## src/rtl/up_mem_arbiter_pkg.sv

```systemverilog
// Shared types and constants for the two-master memory port arbiter.
package up_arb_pkg;

  localparam int DEF_DW = 8;
  localparam int DEF_AW = 8;

  localparam logic REQ_CPU = 1'b0;
  localparam logic REQ_DBG = 1'b1;

  typedef enum logic [2:0] {
    IDLE = 3'd0,
    ADDR = 3'd1,
    ACC  = 3'd2,
    RD   = 3'd3,
    ACK  = 3'd4
  } arb_state_e;

endpackage

```

## src/rtl/up_mem_arbiter_if.sv

```systemverilog
// Requester handshakes plus the shared memory port, bundled for the arbiter.
interface up_mem_arbiter_if #(
  parameter int DW = 8,
  parameter int AW = 8
);
  logic          req0, req1, lock0, lock1, we0, we1;
  logic [AW-1:0] addr0, addr1;
  logic [DW-1:0] wdata0, wdata1;
  logic          gnt0, gnt1, ack0, ack1;
  logic [DW-1:0] rdata;
  logic [AW-1:0] mem_addr;
  logic [DW-1:0] mem_wdata;
  logic          mem_we, mem_re;
  logic [DW-1:0] mem_rdata;
  logic          busy, owner;

  modport slave (
    input  req0, req1, lock0, lock1, we0, we1, addr0, addr1, wdata0, wdata1, mem_rdata,
    output gnt0, gnt1, ack0, ack1, rdata, mem_addr, mem_wdata, mem_we, mem_re, busy, owner
  );

  modport master (
    output req0, req1, lock0, lock1, we0, we1, addr0, addr1, wdata0, wdata1, mem_rdata,
    input  gnt0, gnt1, ack0, ack1, rdata, mem_addr, mem_wdata, mem_we, mem_re, busy, owner
  );
endinterface

```

## src/rtl/up_mem_arbiter_rr.sv

```systemverilog
// Round-robin decision unit with bounded lock bursts; state advances only on decide.
module up_arb_rr #(
  parameter int BURST_MAX = 4
) (
  input  logic clk,
  input  logic rst,
  input  logic req0,
  input  logic req1,
  input  logic lock_win,
  input  logic decide,
  output logic winner
);
  localparam logic [3:0] BMAX = 4'(BURST_MAX);

  logic       last_q, lock_q;
  logic [3:0] burst_q, burst_d;

  // Any grant that is not a locked continuation restarts the burst count.
  always_comb begin
    winner  = req1;
    burst_d = 4'd0;
    if (req0 && req1) begin
      if (lock_q && (burst_q < BMAX)) begin
        winner  = last_q;
        burst_d = burst_q + 4'd1;
      end else begin
        winner  = ~last_q;
      end
    end
  end

  always_ff @(posedge clk) begin
    if (rst) begin
      last_q  <= 1'b1;
      lock_q  <= 1'b0;
      burst_q <= 4'd0;
    end else if (decide) begin
      last_q  <= winner;
      lock_q  <= lock_win;
      burst_q <= burst_d;
    end
  end
endmodule

```

## src/rtl/up_mem_arbiter.sv

```systemverilog
// Two-master 8-bit memory port arbiter: ADDR / ACC / RD / ACK sequencing per access.
// Optional per-requester ack counters are built when UP_ARB_STATS_EN is defined.
module up_mem_arbiter
  import up_arb_pkg::*;
#(
  parameter int DW        = DEF_DW,
  parameter int AW        = DEF_AW,
  parameter int BURST_MAX = 4
) (
  input  logic             clk,
  input  logic             rst,
  up_mem_arbiter_if.slave  bus
`ifdef UP_ARB_STATS_EN
  ,
  input  logic             stat_clr,
  output logic [7:0]       stat0,
  output logic [7:0]       stat1
`endif
);

  arb_state_e    state_q, state_d;
  logic          owner_q, we_q, decide, win, win_lock;
  logic [AW-1:0] addr_q;
  logic [DW-1:0] wdata_q, rdata_q;

  // Grants are gated by rst so a request can never be granted without capture.
  assign decide   = (state_q == IDLE) && (bus.req0 || bus.req1) && !rst;
  assign win_lock = win ? bus.lock1 : bus.lock0;

  up_arb_rr #(.BURST_MAX(BURST_MAX)) u_rr (
    .clk      (clk),
    .rst      (rst),
    .req0     (bus.req0),
    .req1     (bus.req1),
    .lock_win (win_lock),
    .decide   (decide),
    .winner   (win)
  );

  always_comb begin
    state_d = state_q;
    unique case (state_q)
      IDLE:    if (bus.req0 || bus.req1) state_d = ADDR;
      ADDR:    state_d = ACC;
      ACC:     state_d = we_q ? ACK : RD;
      RD:      state_d = ACK;
      ACK:     state_d = IDLE;
      default: state_d = IDLE;
    endcase
  end

  always_ff @(posedge clk) begin
    if (rst) begin
      state_q <= IDLE;
      owner_q <= 1'b0;
      we_q    <= 1'b0;
      addr_q  <= '0;
      wdata_q <= '0;
      rdata_q <= '0;
    end else begin
      state_q <= state_d;
      if (decide) begin
        owner_q <= win;
        we_q    <= win ? bus.we1    : bus.we0;
        addr_q  <= win ? bus.addr1  : bus.addr0;
        wdata_q <= win ? bus.wdata1 : bus.wdata0;
      end
      if (state_q == RD) rdata_q <= bus.mem_rdata;
    end
  end

  assign bus.gnt0      = decide && (win == REQ_CPU);
  assign bus.gnt1      = decide && (win == REQ_DBG);
  assign bus.ack0      = (state_q == ACK) && (owner_q == REQ_CPU);
  assign bus.ack1      = (state_q == ACK) && (owner_q == REQ_DBG);
  assign bus.mem_we    = (state_q == ACC) &&  we_q;
  assign bus.mem_re    = (state_q == ACC) && !we_q;
  assign bus.mem_addr  = addr_q;
  assign bus.mem_wdata = wdata_q;
  assign bus.rdata     = rdata_q;
  assign bus.busy      = (state_q != IDLE);
  assign bus.owner     = owner_q;

`ifdef UP_ARB_STATS_EN
  // Saturating completed-access counters; clear wins over a same-cycle ack.
  always_ff @(posedge clk) begin
    if (rst || stat_clr) begin
      stat0 <= 8'd0;
      stat1 <= 8'd0;
    end else if (state_q == ACK) begin
      if (owner_q == REQ_CPU && stat0 != 8'hFF) stat0 <= stat0 + 8'd1;
      if (owner_q == REQ_DBG && stat1 != 8'hFF) stat1 <= stat1 + 8'd1;
    end
  end
`endif

endmodule
```

## src/flat_wrapper.sv

```systemverilog
// flat-port wrapper written by rule: the top's interface ports become plain ports
module up_mem_arbiter_flat import up_arb_pkg::*;
#(
  parameter int DW        = DEF_DW,
  parameter int AW        = DEF_AW,
  parameter int BURST_MAX = 4
)
  (clk, rst, bus_req0, bus_req1, bus_lock0, bus_lock1, bus_we0, bus_we1, bus_addr0, bus_addr1, bus_wdata0, bus_wdata1, bus_mem_rdata, bus_gnt0, bus_gnt1, bus_ack0, bus_ack1, bus_rdata, bus_mem_addr, bus_mem_wdata, bus_mem_we, bus_mem_re, bus_busy, bus_owner);
  up_mem_arbiter_if #(.DW(DW), .AW(AW)) bus_i ();
  input  logic clk;
  input  logic rst;
  input wire logic [$bits(bus_i.req0)-1:0] bus_req0;
  input wire logic [$bits(bus_i.req1)-1:0] bus_req1;
  input wire logic [$bits(bus_i.lock0)-1:0] bus_lock0;
  input wire logic [$bits(bus_i.lock1)-1:0] bus_lock1;
  input wire logic [$bits(bus_i.we0)-1:0] bus_we0;
  input wire logic [$bits(bus_i.we1)-1:0] bus_we1;
  input wire logic [$bits(bus_i.addr0)-1:0] bus_addr0;
  input wire logic [$bits(bus_i.addr1)-1:0] bus_addr1;
  input wire logic [$bits(bus_i.wdata0)-1:0] bus_wdata0;
  input wire logic [$bits(bus_i.wdata1)-1:0] bus_wdata1;
  input wire logic [$bits(bus_i.mem_rdata)-1:0] bus_mem_rdata;
  output wire logic [$bits(bus_i.gnt0)-1:0] bus_gnt0;
  output wire logic [$bits(bus_i.gnt1)-1:0] bus_gnt1;
  output wire logic [$bits(bus_i.ack0)-1:0] bus_ack0;
  output wire logic [$bits(bus_i.ack1)-1:0] bus_ack1;
  output wire logic [$bits(bus_i.rdata)-1:0] bus_rdata;
  output wire logic [$bits(bus_i.mem_addr)-1:0] bus_mem_addr;
  output wire logic [$bits(bus_i.mem_wdata)-1:0] bus_mem_wdata;
  output wire logic [$bits(bus_i.mem_we)-1:0] bus_mem_we;
  output wire logic [$bits(bus_i.mem_re)-1:0] bus_mem_re;
  output wire logic [$bits(bus_i.busy)-1:0] bus_busy;
  output wire logic [$bits(bus_i.owner)-1:0] bus_owner;
  assign bus_i.req0 = bus_req0;
  assign bus_i.req1 = bus_req1;
  assign bus_i.lock0 = bus_lock0;
  assign bus_i.lock1 = bus_lock1;
  assign bus_i.we0 = bus_we0;
  assign bus_i.we1 = bus_we1;
  assign bus_i.addr0 = bus_addr0;
  assign bus_i.addr1 = bus_addr1;
  assign bus_i.wdata0 = bus_wdata0;
  assign bus_i.wdata1 = bus_wdata1;
  assign bus_i.mem_rdata = bus_mem_rdata;
  assign bus_gnt0 = bus_i.gnt0;
  assign bus_gnt1 = bus_i.gnt1;
  assign bus_ack0 = bus_i.ack0;
  assign bus_ack1 = bus_i.ack1;
  assign bus_rdata = bus_i.rdata;
  assign bus_mem_addr = bus_i.mem_addr;
  assign bus_mem_wdata = bus_i.mem_wdata;
  assign bus_mem_we = bus_i.mem_we;
  assign bus_mem_re = bus_i.mem_re;
  assign bus_busy = bus_i.busy;
  assign bus_owner = bus_i.owner;
  up_mem_arbiter #(.DW(DW), .AW(AW), .BURST_MAX(BURST_MAX)) u_core (.clk(clk), .rst(rst), .bus(bus_i));
endmodule
```

## config.mk

```make
export PLATFORM = sky130hd
export DESIGN_NAME = up_mem_arbiter_flat
export DESIGN_NICKNAME = d
export VERILOG_FILES = /design/src/rtl/up_mem_arbiter_pkg.sv /design/src/rtl/up_mem_arbiter_if.sv /design/src/rtl/up_mem_arbiter_rr.sv /design/src/rtl/up_mem_arbiter.sv /design/src/flat_wrapper.sv
export SDC_FILE = /design/constraint.sdc
export NUM_CORES = 1
export LEC_CHECK = 0
export BUFFER_PORTS_ARGS = -buffer_cell sky130_fd_sc_hd__buf_4
export CORE_ASPECT_RATIO = 2
export CORE_MARGIN = 4
export CORE_UTILIZATION = 49
export DETAILED_ROUTE_END_ITERATION = 7
export GPL_ROUTABILITY_DRIVEN = 1
export HOLD_SLACK_MARGIN = 0.15
export PLACE_DENSITY = 0.84
export RECOVER_POWER = 50
export SYNTH_ARGS = -nofsm -noshare
export SYNTH_HDL_FRONTEND = slang
export SYNTH_SLANG_ARGS = --single-unit
```

## constraint.sdc

```tcl
create_clock -name clk -period 4.3 [get_ports clk]
set_input_delay 0.43 -clock clk [delete_from_list [all_inputs] [get_ports clk]]
set_output_delay 0.43 -clock clk [all_outputs]
set_load 0.005 [all_outputs]
```

### After elaboration in Yosys (flattened, before gate mapping)

Cells that the tools add are included.

* input bits: 48
* bits in registers: 35
* word-level logic and storage cells: 45
* output and inout port bits: 32

* add/subtract/negate cells: 1
* reductions and logical operators: 15
* bitwise operators: 3
* equality and inequality tests: 5
* muxes and demuxes: 11
* magnitude comparators: 1

Operators by type and width (count)
* 8-bit two-way mux: 2
* 3-bit case mux with 4 select lines: 1
* 1-bit logical AND: 10
* 4-bit two-way mux: 2
* 3-bit by 2-bit == test with 1-bit output (second input constant): 2
* 3-bit two-way mux: 2
* 4-bit by 1-bit adder with 4-bit output (second input constant): 1
* 4-bit by 3-bit less-than comparator with 1-bit output (second input constant): 1
* 1-bit two-way mux: 4
* 3-bit by 1-bit == test with 1-bit output (second input constant): 1
* 3-bit == test (second input constant): 1
* 3-bit logical NOT: 1
* 1-bit inverter: 3
* 3-bit nonzero test: 1
* 1-bit logical NOT: 2
* 2-bit inequality test (second input constant): 1
* 1-bit logical OR: 1

### Longest topological paths before layout

Gate-level depths: netlist of run 1.

* depth after elaboration: 6
* mapped depth: 7

### By module

A second synthesis of run 1 with hierarchy kept.

* cells, all modules: 161
* area, all modules: 1721.7 um2

Modules (own cells, without submodules)
* up_mem_arbiter: cells each 133, area each 1422.6 um2, instances 1, sequential area each 580.6 um2
* up_arb_rr: cells each 28, area each 299.0 um2, instances 1, sequential area each 120.1 um2

### Least setup slack after synthesis of run 1

Ideal clock, no wire load.

* path kind: reg2out
* start: register u_core.u_rr.burst_q[3]
* end: output bus_gnt1
* arrival time: 1.249 ns
* path slack: 2.621 ns
* stages on the path, launching flop included: 5
* required time: 3.870 ns
* path buffers: 1
* cells stage by stage: dfxtp_1 -> nor3b_4 -> mux2_4 -> buf_6 -> nor3_1

* cells in the longest elaborated chain, start to end: 5

Ends and longest elaborated chain
* start, declared: RTL line up_mem_arbiter_rr.sv:16 `logic [3:0] burst_q, burst_d;`
* start signal, assigned: RTL line up_mem_arbiter_rr.sv:40 `burst_q <= burst_d;`
* 4-bit by 3-bit less-than comparator with 1-bit output: RTL line up_mem_arbiter_rr.sv:23 `if (lock_q && (burst_q < BMAX)) begin`
* 1-bit logical AND: RTL line up_mem_arbiter_rr.sv:23
* 1-bit two-way mux: RTL line up_mem_arbiter_rr.sv:23
* 1-bit two-way mux: RTL line up_mem_arbiter_rr.sv:22 `if (req0 && req1) begin`
* 1-bit logical AND: RTL line up_mem_arbiter.sv:73 `assign bus.gnt1 = decide && (win == REQ_DBG);`
* end, declared: RTL line flat_wrapper.sv:24 `output wire logic [$bits(bus_i.gnt1)-1:0] bus_gnt1;`

Every way passes these cells.

### Worst setup path after layout of run 1

Ends and elaborated chain as after synthesis.

==> reports/metrics.cfg, run 1 <==
[pwr]
p_per_area_mw_per_mm2=380
static-leakage-power_uw=0.00105
power_frac_seq=0.431
power.net_switching_uw=261
switching_share=0.292
power_frac_clock=0.283
ir_drop_mv=0.330
p_int_uw=631
power_frac_comb=0.286

[drt]
drt-total-wl_um=4200
ant_nets=0
initialDrtViolationCount=35
drc=0
wire_per_inst_um=14.5
vias=1646
drt-pass1-iter-count=4
viasPerCell=5.70

[layout]
syn_to_final_growth_pct=37.6
final_area_mm2=0.00235
nets=305
n_fill_cell=285
diodes=0
layout-drive-gt1-share=0.424
layout_commonest_cell=buf_4
mostFrequentLayoutCells=56 x buf_4, 35 x dfxtp_1, 25 x nor2_1, 25 x clkbuf_4, 23 x nand3_1

[clocking]
clkTransAtPathRegs_ns=0.06
cts_htree_levels=2
cts_buffers=5
holdBufCountCts=0
postCtsSetupBuffers=0
root_buffer=clkbuf_8
cts_resized=0
clock_path_buffers=2
tritoncts=yes
clock_latency_ns=0.28
cts.sinks=35

[sta]
drv_slew=0
max_freq_mhz=478
setup_viol=0
rsz0062_at_grt=no
hold_viol=0
slew_headroom=0.660
post-route-period-util=0.486
tns_ns=0
tightest_slew_ns=0.510
post-route-min-period_ns=2.09
skew_ns=0.00330

[synth]
yosysSeqAreaShare=0.411
netlist.area_leader.share=0.411
synth_cell_types=30
syn_inst=185
synth-seq-cells=35
synthesis.nets=234
yosys-top-cells-area=dfxtp_1 41%, a311oi_2 12%, nand3_1 6.7%
netlist_area_mm2=0.00171
post-synth-top-area-cell=dfxtp_1
syn_avg_cell_area_um2=9.22
yosysWarnings=0

[floorplan]
dieArea_mm2=0.00455
num_rows=30
dieWidth_um=49.7
die_h_um=91.4
io_pins=80
coreArea_mm2=0.00338
start_util=0.505

[placed_design]
hpwl_um=3150
gp_congestion=0.789
placed_area_mm2=0.00226
io_buffer_count=79

[worst_setup_path]
cp.arrival_ns=1.66
cpPeakStageDelay_ns=0.42
crit_family=simple AND/OR/NAND/NOR gates
crit_path_end_kind=output port
slowest_stage=mux2_4
crit_path_start_kind=register
cp.required_ns=3.87
path_buf_inv=1
crit_fanout=19
crit_type=register to output port
crit_chain=nor3b_4 -> mux2_4 -> nor3_1 -> buf_4

[global_route]
grt_max_degree=34
grt_pass1_wl_um=6760
grt_pass1_vias=1568
antenna_found_initial=0
grt.total_usage=0.191
grt_remaining_overflow=0

[run]
cap_violations=0

[min_path]
min_path_type=input pin to register

[outcome]
outcome=finished, final reports clean

## area by class of cell
class	count	area, um^2	share of cell area
multi-input cells	130	886	0.378
flip-flops and latches	35	701	0.299
repair buffers	81	608	0.259
clock buffers	8	100	0.0427
well taps	32	40.0	0.0171
inverters	3	11.3	0.00480
## cell families after synthesis
group                      count (synthesis)  synth area share
and+or+nand+nor                           76             0.233
AOI/OAI and AO/OA                         42             0.216
DFF                                       35             0.411
buffers and inverters                     20            0.0653
muxes                                     11            0.0675
adders and majority gates                  1           0.00734
## flip-flops by register name, indices dropped and copies added (netlist names)
signal and cells:
u_core.bus.owner 1, u_core.state_q 3, u_core.bus.mem_addr 8, u_core.u_rr.last_q 1, u_core.u_rr.burst_q 4, u_core.bus.mem_wdata 8
u_core.bus.rdata 8, u_core.we_q 1, u_core.u_rr.lock_q 1
## per-layer routing
| layer | up-vias | GRT usage | part of all wire |
|---|---|---|---|
| li1 | 809 | - | - |
| met1 | 763 | 0.175 | 0.34 |
| met2 | 61 | 0.360 | 0.57 |
| met3 | 13 | 0.0443 | 0.058 |
| met4 | 0 | 0.115 | 0.036 |
| met5 | - | 0 | 0 |
## metrics by stage
stage / worst slack, ns / utilization / instances / hold slack, ns / total power [uW]
5_1_grt: 2.02 / 0.694 / 289 / 0.390 / 946
6_report: 2.21 / 0.694 / 289 / 0.382 / 892
2_1_floorplan: 2.62 / - / 185 / 0.436 / 555
3_5_place_dp: 2.45 / 0.668 / 281 / 0.470 / 655
4_1_cts: 2.19 / 0.698 / 289 / 0.377 / 910
3_3_place_gp: 2.46 / 0.668 / 281 / 0.449 / 649
## Yosys cell counts, drive strengths merged
cell     n
clkbuf   6
nand3   23
nor4b    2
mux2     1
nand3b   2
inv      3
o21ai   18
nor4bb   1
a21oi    5
nor2b    1
and3     4
or2      1
buf     11
nor3     3
nor3b    1
nor2    29
and2     2
ha       1
dfxtp   35
a311oi  18
nand2    7
o21a     1
mux2i   10
## worst min-delay path, stage by stage
cell	delay (ns)
buf_4	0.08
mux2i_1	0.05
nor2_1	0.07
## path summary, 6_finish.rpt
kind / start / cells past startpoint / to / slack (ns)
max: u_core.u_rr.burst_q[3]$_SDFFE_PP0P_ / 4 / bus_gnt1 / 2.21
min: bus_mem_rdata[1] / 3 / u_core.bus.rdata[1]$_SDFFE_PP0P_ / 0.38
max reg2reg: u_core.state_q[0]$_SDFFE_PP0P_ / 5 / u_core.u_rr.lock_q$_SDFFE_PP0P_ / 2.45
min reg2reg: u_core.u_rr.burst_q[1]$_SDFFE_PP0P_ / 2 / u_core.u_rr.burst_q[1]$_SDFFE_PP0P_ / 0.48
## power by group through the flow
stage	logic, uW	clock network [uW]	registers (uW)
after global placement	256	0	393
after detailed placement	262	0	394
final	255	253	384
after floorplan	167	0	388
after CTS	263	260	387
after global routing	280	277	389
(Power assumes the default switching activity.)
==> run 2: changes to the inputs <==
--- a/config.mk
+++ b/config.mk
@@ -8,11 +8,11 @@
 export BUFFER_PORTS_ARGS = -buffer_cell sky130_fd_sc_hd__buf_4
 export CORE_ASPECT_RATIO = 2
 export CORE_MARGIN = 4
-export CORE_UTILIZATION = 49
+export CORE_UTILIZATION = 46
 export DETAILED_ROUTE_END_ITERATION = 7
 export GPL_ROUTABILITY_DRIVEN = 1
 export HOLD_SLACK_MARGIN = 0.15
-export PLACE_DENSITY = 0.84
+export PLACE_DENSITY = 0.79
 export RECOVER_POWER = 50
 export SYNTH_ARGS = -nofsm -noshare
 export SYNTH_HDL_FRONTEND = slang
==> constraint.sdc (replaced) <==
create_clock -name clk -period 2.06 [get_ports clk]
set_input_delay 0.206 -clock clk [delete_from_list [all_inputs] [get_ports clk]]
set_output_delay 0.206 -clock clk [all_outputs]
set_load 0.005 [all_outputs]
==> run 2 against run 1 <==
  * Clock skew up 0.0021 ns
  * Via count up 0.30%
  * Global-route usage up 0.43 points
  * Total power up 120%
  * Critical endpoint unchanged
  * Largest power group unchanged
  * Highest routed layer unchanged
==> reports/metrics.cfg, run 2 (same netlist as run 1, synthesis figures left out) <==
[pwr]
p_per_area_mw_per_mm2=807
ir_drop_mv=0.633
static-leakage-power_uw=0.00108

[clocking]
clock_latency_ns=0.29
clkTransAtPathRegs_ns=0.07
root_buffer=clkbuf_8
cts.sinks=35
postCtsSetupBuffers=0
holdBufCountCts=4
cts_htree_levels=2
tritoncts=yes
clock_path_buffers=2
cts_buffers=5
cts_resized=0

[layout]
nets=310
syn_to_final_growth_pct=43.3
final_cells=311
layout_commonest_cell=buf_4
layout-drive-gt1-share=0.420
mostFrequentLayoutCells=55 x buf_4, 35 x dfxtp_1, 25 x nor2_1
n_fill_cell=300
diodes=0

[min_path]
hold_start=bus_mem_rdata[0]
min_path_type=input pin to register
min_delay_path_depth=3
holdPathEnd=u_core.bus.rdata[0]$_SDFFE_PP0P_

[worst_setup_path]
rr_worst_depth=5
r2r_end=u_core.bus.mem_wdata[7]$_SDFFE_PP0P_
cp.arrival_ns=1.68
crit_fanout=19
r2r-start=u_core.u_rr.burst_q[3]$_SDFFE_PP0P_
rrSetupSlack_ns=0.44
crit_path_start_kind=register
crit_path_end_kind=output port
cp.required_ns=1.85
crit_type=register to output port

[sta]
fin_hold_ws_ns=0.159
drv_slew=0
tightest_slew_ns=0.524
rsz0062_at_grt=no
tns_ns=0
post-route-min-period_ns=1.88
setup_viol=0
skew_ns=0.00538
slew_headroom=0.650
max_freq_mhz=531
post-route-period-util=0.915
hold_viol=0
fin_ws_ns=0.175

[floorplan]
dieArea_mm2=0.00480
die_h_um=94.1
coreArea_mm2=0.00361
num_rows=31
io_pins=80
dieWidth_um=51.1
start_util=0.473

[drt]
drt-pass1-iter-count=4
viasPerCell=5.31
drc=0
drt-total-wl_um=4410
initialDrtViolationCount=18
vias=1651
wire_per_inst_um=14.2
ant_nets=0

[global_route]
grt_pass1_vias=1679
grt_pass1_wl_um=7140
grt_remaining_overflow=0
grt.total_usage=0.195
antenna_found_initial=0
grt_max_degree=33

[placed_design]
hpwl_um=3160
post-place-ws_ns=0.473
gp_congestion=0.703
io_buffer_count=79
place_inst=299

[outcome]
outcome=finished, final reports clean

[run]
cap_violations=0

run 2: cell count changes in the layout (fill, tap and decap cells not counted), sizes merged:
cell | previous run | this run
clkbuf | 33 | 30
clkinv | 0 | 2
dlygate4sd3 | 0 | 4
buf | 56 | 57
bufinv | 0 | 1
run 2: worst max-delay path: stages (launching register included):
cell     delay, ns
dfxtp_1       0.34
nor3b_4       0.28
mux2_4        0.43
nor3_1        0.20
buf_4         0.14
run 2: worst max path at each step:
stage	start	endpoint	depth (start not counted)
after floorplan	u_core.u_rr.burst_q[3]$_SDFFE_PP0P_	bus_gnt1	4
after global placement	u_core.u_rr.burst_q[3]$_SDFFE_PP0P_	bus_gnt1	4
after detailed placement	u_core.u_rr.burst_q[3]$_SDFFE_PP0P_	u_core.bus.mem_wdata[7]$_SDFFE_PP0P_	5
after CTS	u_core.u_rr.burst_q[3]$_SDFFE_PP0P_	bus_gnt1	4
after global routing	u_core.u_rr.burst_q[3]$_SDFFE_PP0P_	bus_gnt1	4
final	u_core.u_rr.burst_q[3]$_SDFFE_PP0P_	bus_gnt1	4
run 2: power by group:
part	total (uW)	switching [uW]	internal [uW]	leakage [uW]
Clock	616	256	360	0.0000581
Sequential	804	55.2	749	0.000287
Combinational	552	274	278	0.000730
Total	1970	585	1390	0.00108
run 2: area by class of cell:
type	instances	area (um^2)	area share
clock inverters	3	43.8	0.0179
multi-input cells	130	897	0.367
clock buffers	5	68.8	0.0282
well taps	49	61.3	0.0251
repair buffers	86	661	0.270
inverters	3	11.3	0.00461
flip-flops and latches	35	701	0.287
run 2: stage by stage:
| step | total power [uW] | utilization | instance area, um^2 |
|---|---|---|---|
| 2_1_floorplan | 1160 | - | 1710 |
| 3_3_place_gp | 1370 | 0.637 | 2300 |
| 3_5_place_dp | 1380 | 0.637 | 2300 |
| 4_1_cts | 2010 | 0.680 | 2450 |
| 5_1_grt | 2080 | 0.677 | 2440 |
| 6_report | 1970 | 0.677 | 2440 |
run 2: per-layer routing:
layer / wire, um / track usage / part of all wire / vias to the layer above
met5: 0 / 0 / 0 / -
met4: 80 / 0.0876 / 0.018 / 0
met3: 273 / 0.0429 / 0.062 / 6
met2: 2530 / 0.394 / 0.57 / 54
met1: 1520 / 0.169 / 0.35 / 768
li1: - / - / - / 823
==> run 3: changes to the inputs <==
--- a/config.mk
+++ b/config.mk
@@ -8,11 +8,10 @@
 export BUFFER_PORTS_ARGS = -buffer_cell sky130_fd_sc_hd__buf_4
 export CORE_ASPECT_RATIO = 2
 export CORE_MARGIN = 4
-export CORE_UTILIZATION = 46
+export CORE_UTILIZATION = 34
 export DETAILED_ROUTE_END_ITERATION = 7
 export GPL_ROUTABILITY_DRIVEN = 1
 export HOLD_SLACK_MARGIN = 0.15
-export PLACE_DENSITY = 0.79
 export RECOVER_POWER = 50
 export SYNTH_ARGS = -nofsm -noshare
 export SYNTH_HDL_FRONTEND = slang
==> run 3 against run 2 <==
  * Critical path depth unchanged
  * Total power decreased by 4.4%
  * Die area is 31% higher
  * Non-clock buffer count did not move
  * Flip-flop and latch count unchanged
  * Combinational power hardly changed
  * Critical endpoint unchanged
  * Critical path type unchanged
  * Global-route usage shrank 3.8 points
==> reports/metrics.cfg, run 3 (same netlist as run 1, synthesis figures left out) <==
[global_route]
grt_remaining_overflow=0
grt_max_degree=33
antenna_found_initial=0
grt.total_usage=0.157
grt_pass1_vias=1668
grt_pass1_wl_um=7530

[pwr]
ir_drop_mv=0.483
p_per_area_mw_per_mm2=778
static-leakage-power_uw=0.00106

[clocking]
cts_buffers=5
tritoncts=yes
clock_latency_ns=0.28
clkTransAtPathRegs_ns=0.07
cts_htree_levels=2
clock_path_buffers=2
root_buffer=clkbuf_8
cts.sinks=35

[worst_setup_path]
crit_path_end_kind=output port
cp.arrival_ns=1.67
path_buf_inv=1
crit_family=simple AND/OR/NAND/NOR gates
cpPeakStageDelay_ns=0.43
crit_chain=nor3b_4 -> mux2_4 -> nor3_1 -> buf_4
crit_path_start_kind=register
crit_type=register to output port
cp.required_ns=1.85
slowest_stage=mux2_4
crit_fanout=19

[sta]
rsz0062_at_grt=no
tns_ns=0
tightest_slew_ns=0.570
slew_headroom=0.620
skew_ns=0.00216
post-route-period-util=0.910
drv_slew=0
post-route-min-period_ns=1.87
max_freq_mhz=534
hold_viol=0
fin_ws_ns=0.186
setup_viol=0

[min_path]
min_path_type=input pin to register

[layout]
diodes=0
mostFrequentLayoutCells=55 x buf_4, 35 x dfxtp_1, 25 x nor2_1
layout_commonest_cell=buf_4
syn_to_final_growth_pct=42.1
nets=310
layout-drive-gt1-share=0.412

[placed_design]
gp_congestion=0.711
post-place-ws_ns=0.477
io_buffer_count=79
hpwl_um=3510

[run]
cap_violations=0

[drt]
drt-pass1-iter-count=3
drt-total-wl_um=4710
drc=0
initialDrtViolationCount=29
ant_nets=0
viasPerCell=5.07
vias=1617
wire_per_inst_um=14.8

[floorplan]
die_h_um=108
io_pins=80
dieArea_mm2=0.00628
num_rows=36
coreArea_mm2=0.00486
dieWidth_um=58.1
start_util=0.351

[outcome]
outcome=finished, final reports clean

run 3: cell types whose count changed in the layout (fill, tap and decap cells not counted), sizes merged:
cell and change:
bufinv -1, buf -1, dlygate4sd3 -1, clkbuf +5
clkinv -2
run 3: worst paths after layout:
kind | cells after the start | start | slack [ns] | end
max | 4 | u_core.u_rr.burst_q[3]$_SDFFE_PP0P_ | 0.19 | bus_gnt1
min | 3 | bus_mem_rdata[4] | 0.15 | u_core.bus.rdata[4]$_SDFFE_PP0P_
max reg2reg | 4 | u_core.state_q[2]$_SDFFE_PP0P_ | 0.35 | u_core.bus.mem_addr[7]$_SDFFE_PP0P_
min reg2reg | 2 | u_core.u_rr.burst_q[1]$_SDFFE_PP0P_ | 0.47 | u_core.u_rr.burst_q[1]$_SDFFE_PP0P_
run 3: through the flow:
step / util / hold slack (ns) / instances / instance area [um^2] / total power [uW]
global placement: 0.476 / 0.443 / 308 / 2320 / 1380
global route: 0.498 / 0.160 / 319 / 2420 / 2010
detailed placement: 0.476 / 0.444 / 308 / 2320 / 1390
finish: 0.498 / 0.155 / 319 / 2420 / 1890
CTS: 0.503 / 0.151 / 319 / 2450 / 1940
floorplan: - / 0.350 / 185 / 1710 / 1160
run 3: report_power, final:
group	internal, uW	switching [uW]
clock network	305	229
logic	275	276
registers	749	51.1
total	1330	556
run 3: layer usage:
metal	GRT usage	vias up	part of all wire
met1	0.158	730	0.35
met5	0	-	0
met3	0.0346	12	0.061
met2	0.286	55	0.55
met4	0.0862	0	0.033
li1	-	820	-
run 3: worst min-delay path, cell delays in order:
cell	delay, ns
buf_4	0.08
mux2i_1	0.05
nor2_1	0.07
run 3: what timing repair did:
action | CTS | global route
endpoints found under the hold margin | 3 | 0
resized for setup | 0 | 0
hold buffers | 3 | 0
buffers inserted | 0 | 0
run 3: layout make-up:
type / instances / area [um^2]
clock buffers: 8 / 100
fillers: 491 / 2440
inverters: 3 / 11.3
multi-input cells: 130 / 886
flip-flops and latches: 35 / 701
well taps: 57 / 71.3
repair buffers: 86 / 654
